File: src/rtl/fabric_port_packer.sv
// Fabric port front-end: round-robin, packet-locked arbitration of NUM_REQ
// flit streams, header build, and packing of up to four flits per fabric word.
module fabric_port_packer #(
  parameter int WIDTH_NOC     = 128,
  parameter int N             = 16,
  parameter int NUM_VC        = 2,
  parameter int NUM_REQ       = 4,
  parameter int FLUSH_TIMEOUT = 8,
  localparam int ADDRESS_WIDTH    = $clog2(N),
  localparam int VC_ADDRESS_WIDTH = $clog2(NUM_VC),
  localparam int GW               = $clog2(NUM_REQ),
  parameter logic [NUM_REQ*VC_ADDRESS_WIDTH-1:0] REQ_VC_MAP = '0,
  localparam int WIDTH_RTL = 4*WIDTH_NOC,
  localparam int PW        = WIDTH_NOC-3-VC_ADDRESS_WIDTH-ADDRESS_WIDTH
) (
  input  logic                             clk,
  input  logic                             rst,
  input  logic [NUM_REQ-1:0]               req_valid,
  input  logic [NUM_REQ*PW-1:0]            req_data,
  input  logic [NUM_REQ*ADDRESS_WIDTH-1:0] req_dest,
  input  logic [NUM_REQ-1:0]               req_last,
  output logic [NUM_REQ-1:0]               req_ready,
  input  logic [NUM_VC-1:0]                vc_ready,
  output logic [WIDTH_RTL-1:0]             o_packet,
  output logic                             o_valid,
  input  logic                             o_ready,
  output logic [GW-1:0]                    o_grant,
  output logic                             o_busy
);

  localparam int TW = $clog2(FLUSH_TIMEOUT+1);

  typedef enum logic [1:0] {IDLE, COLLECT, SEND} state_t;

  state_t                       state, state_nxt;
  logic [GW-1:0]                grant, grant_nxt, rr, rr_nxt;
  logic [1:0]                   cnt, cnt_nxt;
  logic                         head_pending, head_nxt;
  logic                         pkt_done, pkt_done_nxt;
  logic [ADDRESS_WIDTH-1:0]     dest_q, dest_nxt;
  logic [TW-1:0]                idle_cnt, idle_nxt;
  logic [3:0][WIDTH_NOC-1:0]    slot_q, slot_nxt;

  logic [NUM_REQ-1:0][PW-1:0]               data_a;
  logic [NUM_REQ-1:0][ADDRESS_WIDTH-1:0]    dest_a;
  logic [NUM_REQ-1:0][VC_ADDRESS_WIDTH-1:0] vcmap_a;
  logic [NUM_REQ-1:0]                       elig;
  logic [GW-1:0]                            arb_idx, pick;
  logic                                     found, accept;
  logic [WIDTH_NOC-1:0]                     flit;

  assign data_a  = req_data;
  assign dest_a  = req_dest;
  assign vcmap_a = REQ_VC_MAP;

  always_comb begin
    for (int r = 0; r < NUM_REQ; r++)
      elig[r] = req_valid[r] & vc_ready[vcmap_a[r]];
  end

  // First eligible requester at or after the RR pointer, wrapping.
  always_comb begin
    found   = 1'b0;
    pick    = rr;
    arb_idx = '0;
    for (int i = 0; i < NUM_REQ; i++) begin
      arb_idx = GW'((int'(rr) + i) % NUM_REQ);
      if (!found && elig[arb_idx]) begin
        found = 1'b1;
        pick  = arb_idx;
      end
    end
  end

  assign accept = (state == COLLECT) && req_valid[grant];
  assign flit   = {1'b1, head_pending, req_last[grant], vcmap_a[grant],
                   head_pending ? dest_a[grant] : dest_q, data_a[grant]};

  assign req_ready = (state == COLLECT) ? (NUM_REQ'(1) << grant) : '0;
  assign o_valid   = (state == SEND);
  assign o_busy    = (state != IDLE);
  assign o_grant   = grant;
  assign o_packet  = slot_q;

  always_comb begin
    state_nxt    = state;
    grant_nxt    = grant;
    rr_nxt       = rr;
    cnt_nxt      = cnt;
    head_nxt     = head_pending;
    pkt_done_nxt = pkt_done;
    dest_nxt     = dest_q;
    idle_nxt     = idle_cnt;
    slot_nxt     = slot_q;
    case (state)
      IDLE: begin
        if (found) begin
          grant_nxt    = pick;
          head_nxt     = 1'b1;
          pkt_done_nxt = 1'b0;
          idle_nxt     = '0;
          state_nxt    = COLLECT;
        end
      end
      COLLECT: begin
        if (accept) begin
          slot_nxt[2'd3 - cnt] = flit;
          cnt_nxt  = cnt + 2'd1;
          head_nxt = 1'b0;
          idle_nxt = '0;
          if (head_pending) dest_nxt = dest_a[grant];
          if (req_last[grant]) pkt_done_nxt = 1'b1;
          if (cnt == 2'd3 || req_last[grant]) state_nxt = SEND;
        end else if (cnt != 2'd0) begin
          // An empty word never times out: the grant stays locked to the packet.
          if (idle_cnt == TW'(FLUSH_TIMEOUT-1)) begin
            idle_nxt  = '0;
            state_nxt = SEND;
          end else begin
            idle_nxt = idle_cnt + 1'b1;
          end
        end
      end
      SEND: begin
        if (o_ready) begin
          slot_nxt     = '0;
          cnt_nxt      = '0;
          idle_nxt     = '0;
          pkt_done_nxt = 1'b0;
          if (pkt_done) begin
            rr_nxt    = (grant == GW'(NUM_REQ-1)) ? '0 : grant + 1'b1;
            state_nxt = IDLE;
          end else begin
            state_nxt = COLLECT;
          end
        end
      end
      default: state_nxt = IDLE;
    endcase
  end

  always_ff @(posedge clk or negedge rst) begin
    if (!rst) begin
      state        <= IDLE;
      grant        <= '0;
      rr           <= '0;
      cnt          <= '0;
      head_pending <= 1'b0;
      pkt_done     <= 1'b0;
      dest_q       <= '0;
      idle_cnt     <= '0;
      slot_q       <= '0;
    end else begin
      state        <= state_nxt;
      grant        <= grant_nxt;
      rr           <= rr_nxt;
      cnt          <= cnt_nxt;
      head_pending <= head_nxt;
      pkt_done     <= pkt_done_nxt;
      dest_q       <= dest_nxt;
      idle_cnt     <= idle_nxt;
      slot_q       <= slot_nxt;
    end
  end

endmodule

File: config.mk
export PLATFORM = sky130hd
export DESIGN_NAME = fabric_port_packer
export DESIGN_NICKNAME = d
export VERILOG_FILES = /design/src/rtl/fabric_port_packer.sv
export SDC_FILE = /design/constraint.sdc
export NUM_CORES = 1
export LEC_CHECK = 0
export BUFFER_PORTS_ARGS = -buffer_cell sky130_fd_sc_hd__buf_2
export CORE_AREA = 2 2 406 408
export CTS_CLUSTER_DIAMETER = 100
export CTS_CLUSTER_SIZE = 40
export DETAILED_ROUTE_END_ITERATION = 10
export DIE_AREA = 0 0 408 410
export SYNTH_ARGS = -nofsm -noshare
export SYNTH_HDL_FRONTEND = slang
export SYNTH_SLANG_ARGS = --single-unit
export TNS_END_PERCENT = 30
File: constraint.sdc
create_clock -name clk -period 2.1 [get_ports clk]
set_input_delay 0.105 -clock clk [delete_from_list [all_inputs] [get_ports clk]]
set_output_delay 0.105 -clock clk [all_outputs]
set_load 0.01 [all_outputs]
==> impl_metrics.yaml <==
worst_setup_path:
  cp_slowest_cell: "sky130_fd_sc_hd__mux4_2"
  timing.critical_path.depth: 5
  setup.worst_path.end: "o_packet[476]"
  reg2reg_from: "o_grant[0]"
  setup.worst_path.start: "o_grant[0]"
  worst_ep_arrival_time_ps: 2700
  worst-setup-path-type: "reg2reg"
  worst_ep_required_time_ps: 2690
  path_max_fanout: 15
  rr_worst_depth: 5
  max_stage_delay_ps: 670
  worst_r2r_endpoint: "o_packet[476]"
  crit_path_start_kind: "flip-flop"
  r2r_slack_ps: -2
  timing.critical_path.max_delay_family: "multiplexers"
  critPathCaptureType: "flip-flop"
  critical_path.n_buffers_inverters: 2
  cp_cell_sequence: "mux4_2 > nand3_4 > buf_12 > buf_16 > mux2i_1"
placed_design:
  place.gp.congestion: 0.959
  port-buffer-count: 1023
  place_hpwl_um: 107000
  place.detailed.instances: 5673
grt:
  grt_pass1_vias: 24700
  gr-total-overflow: 0
  grt_start_max_net_pins: 61
  antenna_found_initial: 93
  grt_use_total_pct: 15.5
  first_pass_grt_wire_length_um: 188000
sta:
  slew_violations: 0
  timing.max_slew.rel_slack_pct: 61.3
  slew_at_the_pin_closest_to_its_max_slew_limit_ps: 580
  highest_achievable_clock_rate_mhz: 476
  finClkSkew_ps: 61.7
  final_critical_period_ps: 2100
  setup_viol_count_final: 1
  finalHoldViolCount: 1
  fin_crit_sh_pct: 100
  grt_setup_unrepaired: "yes"
  post-route-worst-setup-slack_ps: -1.61
  hold_ws_ps: -3.97
clocking:
  clk_path_buf_depth: 3
  htree_levels: 1
  root_buffer: "sky130_fd_sc_hd__clkbuf_16"
  clkSinkCount: 526
  clock_tree_from_tritoncts: "done"
  clock_insertion_delay_worst_skew_ps: 670
  cts-buffers-inserted: 25
  clkSlewWorstSetupHoldPaths_ps: 140
layout:
  layout.cells.most_common: "sky130_fd_sc_hd__buf_2"
  area_delta_synth_final_pct: 58.8
  leading_cell_types_in_the_layout_fill_and_taps_excluded: "sky130_fd_sc_hd__buf_2 (1022), sky130_fd_sc_hd__nand2_1 (639), sky130_fd_sc_hd__mux2i_1 (595), sky130_fd_sc_hd__dfrtp_1 (524), sky130_fd_sc_hd__dlygate4sd3_1 (338)"
  final_net_count: 4416
  core_util_final_pct: 25.1
  final_cells: 6148
  fraction_of_layout_instances_using_a_drive_strength_above_1_pct: 40.6
floorplanning:
  io-pin-count: 1029
  die_y_um: 410
  floorplan_die_width_um: 408
  starting_density_of_the_core_pct: 15.8
  core_area_um2: 163000
  die_area_um2: 167000
  num_rows: 149
synthesis:
  synth.lib_cells_used.distinct: 53
  synth_edf_count: 0
  ys.flop_type: "sky130_fd_sc_hd__dfrtp_1"
  synth_warnings: 0
  postSynth.asyncResetShare_pct: 100
  postSynthAreaPerCell_um2: 11.1
  ys_seq_elements: 526
  sequential_share_of_the_synthesized_area_pct: 51.0
  netlist_area_um2: 25800
  syn_inst: 2334
status:
  run_status: "finished, violations left"
  violated_checks: "negative hold slack, negative setup slack"
pwr:
  total_leakage_power_uw: 0.0232
  vdd_drop_max_v: 0.000733
  powerDensity_nw_per_um2: 1250
  totalPowerFinal_uw: 51200
run:
  max_cap_viol_count: 0
min_path:
  min_path_type: "in2reg"
drt:
  wl_um: 140000
  drt_iter0_markers: 2123
  firstDrtPassIters: 5
  drc: 0
  drtAntennaViolNets: 0
  via_count: 24900
  routed_via_density: 4.05
  avgRoutedWirePerCell_um: 22.7
## worst min path at each step
stage                       start             to  slack, ps  cells after the start
finish              req_data[310]   o_packet[70]         -4                      5
global route        req_data[203]  o_packet[211]          4                      5
CTS                 req_data[328]  o_packet[472]        0.5                      6
detailed placement            rst  o_packet[126]         60                      1
global placement              rst       pkt_done         60                      1
floorplan                     rst         cnt[0]       -190                      0
## synthesized netlist by cell type, types with 2 or more instances
cell                        number  area share (%)
sky130_fd_sc_hd__a21oi_1         6            0.12
sky130_fd_sc_hd__o31ai_1         2           0.058
sky130_fd_sc_hd__buf_6          49             2.1
sky130_fd_sc_hd__mux2_2        121             5.3
sky130_fd_sc_hd__nor2_1         20            0.29
sky130_fd_sc_hd__inv_1          10            0.15
sky130_fd_sc_hd__mux2i_1       605              23
sky130_fd_sc_hd__and3_1          5            0.12
sky130_fd_sc_hd__a31o_2         14            0.48
sky130_fd_sc_hd__clkbuf_1       71             1.0
sky130_fd_sc_hd__a2bb2oi_1       2           0.068
sky130_fd_sc_hd__nand3_1         2           0.039
sky130_fd_sc_hd__nand3_2         4            0.16
sky130_fd_sc_hd__ha_1            9            0.44
sky130_fd_sc_hd__o21ai_0       130             2.5
sky130_fd_sc_hd__a31o_1          2           0.068
sky130_fd_sc_hd__nor2b_1         4           0.097
sky130_fd_sc_hd__and2_1          6            0.15
sky130_fd_sc_hd__a2111oi_0       2           0.068
sky130_fd_sc_hd__nand2b_1        4           0.097
sky130_fd_sc_hd__clkbuf_2        2           0.039
sky130_fd_sc_hd__nor3b_1         2           0.058
sky130_fd_sc_hd__a221oi_1        2           0.068
sky130_fd_sc_hd__buf_1          14            0.20
sky130_fd_sc_hd__dfrtp_1       526              51
sky130_fd_sc_hd__nand2_1       639             9.3
sky130_fd_sc_hd__mux4_2          6            0.52
sky130_fd_sc_hd__buf_2          26            0.50
sky130_fd_sc_hd__o21ai_1         8            0.16
sky130_fd_sc_hd__buf_4          18            0.52
## final cells by class
class                           count  area (um2)
Fill cell                       17500      123000
Sequential cell                   526       13200
Timing Repair Buffer             1713       12300
Multi-Input combinational cell   1620       11600
Tap cell                         2189        2740
Clock buffer                       26         629
Clock inverter                     17         368
Antenna cell                       45         113
Inverter                           11        57.6
Timing Repair inverter              1        8.76
## where the power goes
| part | switching (uW) | internal (uW) | total (uW) |
|---|---|---|---|
| clock network | 4100 | 2800 | 6890 |
| registers | 2460 | 14300 | 16800 |
| logic | 15200 | 12300 | 27500 |
| total | 21800 | 29400 | 51200 |
## metal layers
layer,global-route usage (%),wire (um),vias to the layer above
met3,4.89,12200,264
met2,25.2,65200,1187
li1,-,-,11100
met5,0,265,-
met1,19.3,56800,12300
met4,5.80,5340,42
## kinds of logic after synthesis
family | synth area share, %
mux | 29.3
simple gates | 10.5
flops | 51.0
buf+inv | 4.60
compound gates | 4.12
fa+ha+maj | 0.436
other cells | 0.0145
## worst register-to-register path, stage by stage, from the launching register on
cell and delay (ps):
sky130_fd_sc_hd__dfrtp_2 440, sky130_fd_sc_hd__mux4_2 670, sky130_fd_sc_hd__nand3_4 180, sky130_fd_sc_hd__buf_12 190, sky130_fd_sc_hd__buf_16 310, sky130_fd_sc_hd__mux2i_1 240
## through the flow
| step | setup TNS, ps | cell area (um2) | setup WS, ps |
|---|---|---|---|
| global route | -3190 | 40900 | -83.8 |
| finish | -1.61 | 41000 | -1.61 |
| floorplan | 0 | 25800 | 197 |
| global placement | -3120 | 35400 | -205 |
| CTS | -452 | 40100 | -80.2 |
| detailed placement | -3390 | 35400 | -183 |
## registers in the layout (all words and copies together) (netlist names), 2 cells and up
name and flops:
state 2, o_packet 508, o_grant 2, dest_q 4, idle_cnt 4, cnt 2
rr 2
## what timing repair did
action	4_1_cts	5_1_grt
pin swaps	4	3
hold endpoints to repair	909	16
setup buffers	12	16
hold buffers	332	11
setup endpoints to repair	103	335
cloned	3	13
resized for setup	49	63
Note: power is estimated with default switching activity, not from simulation.
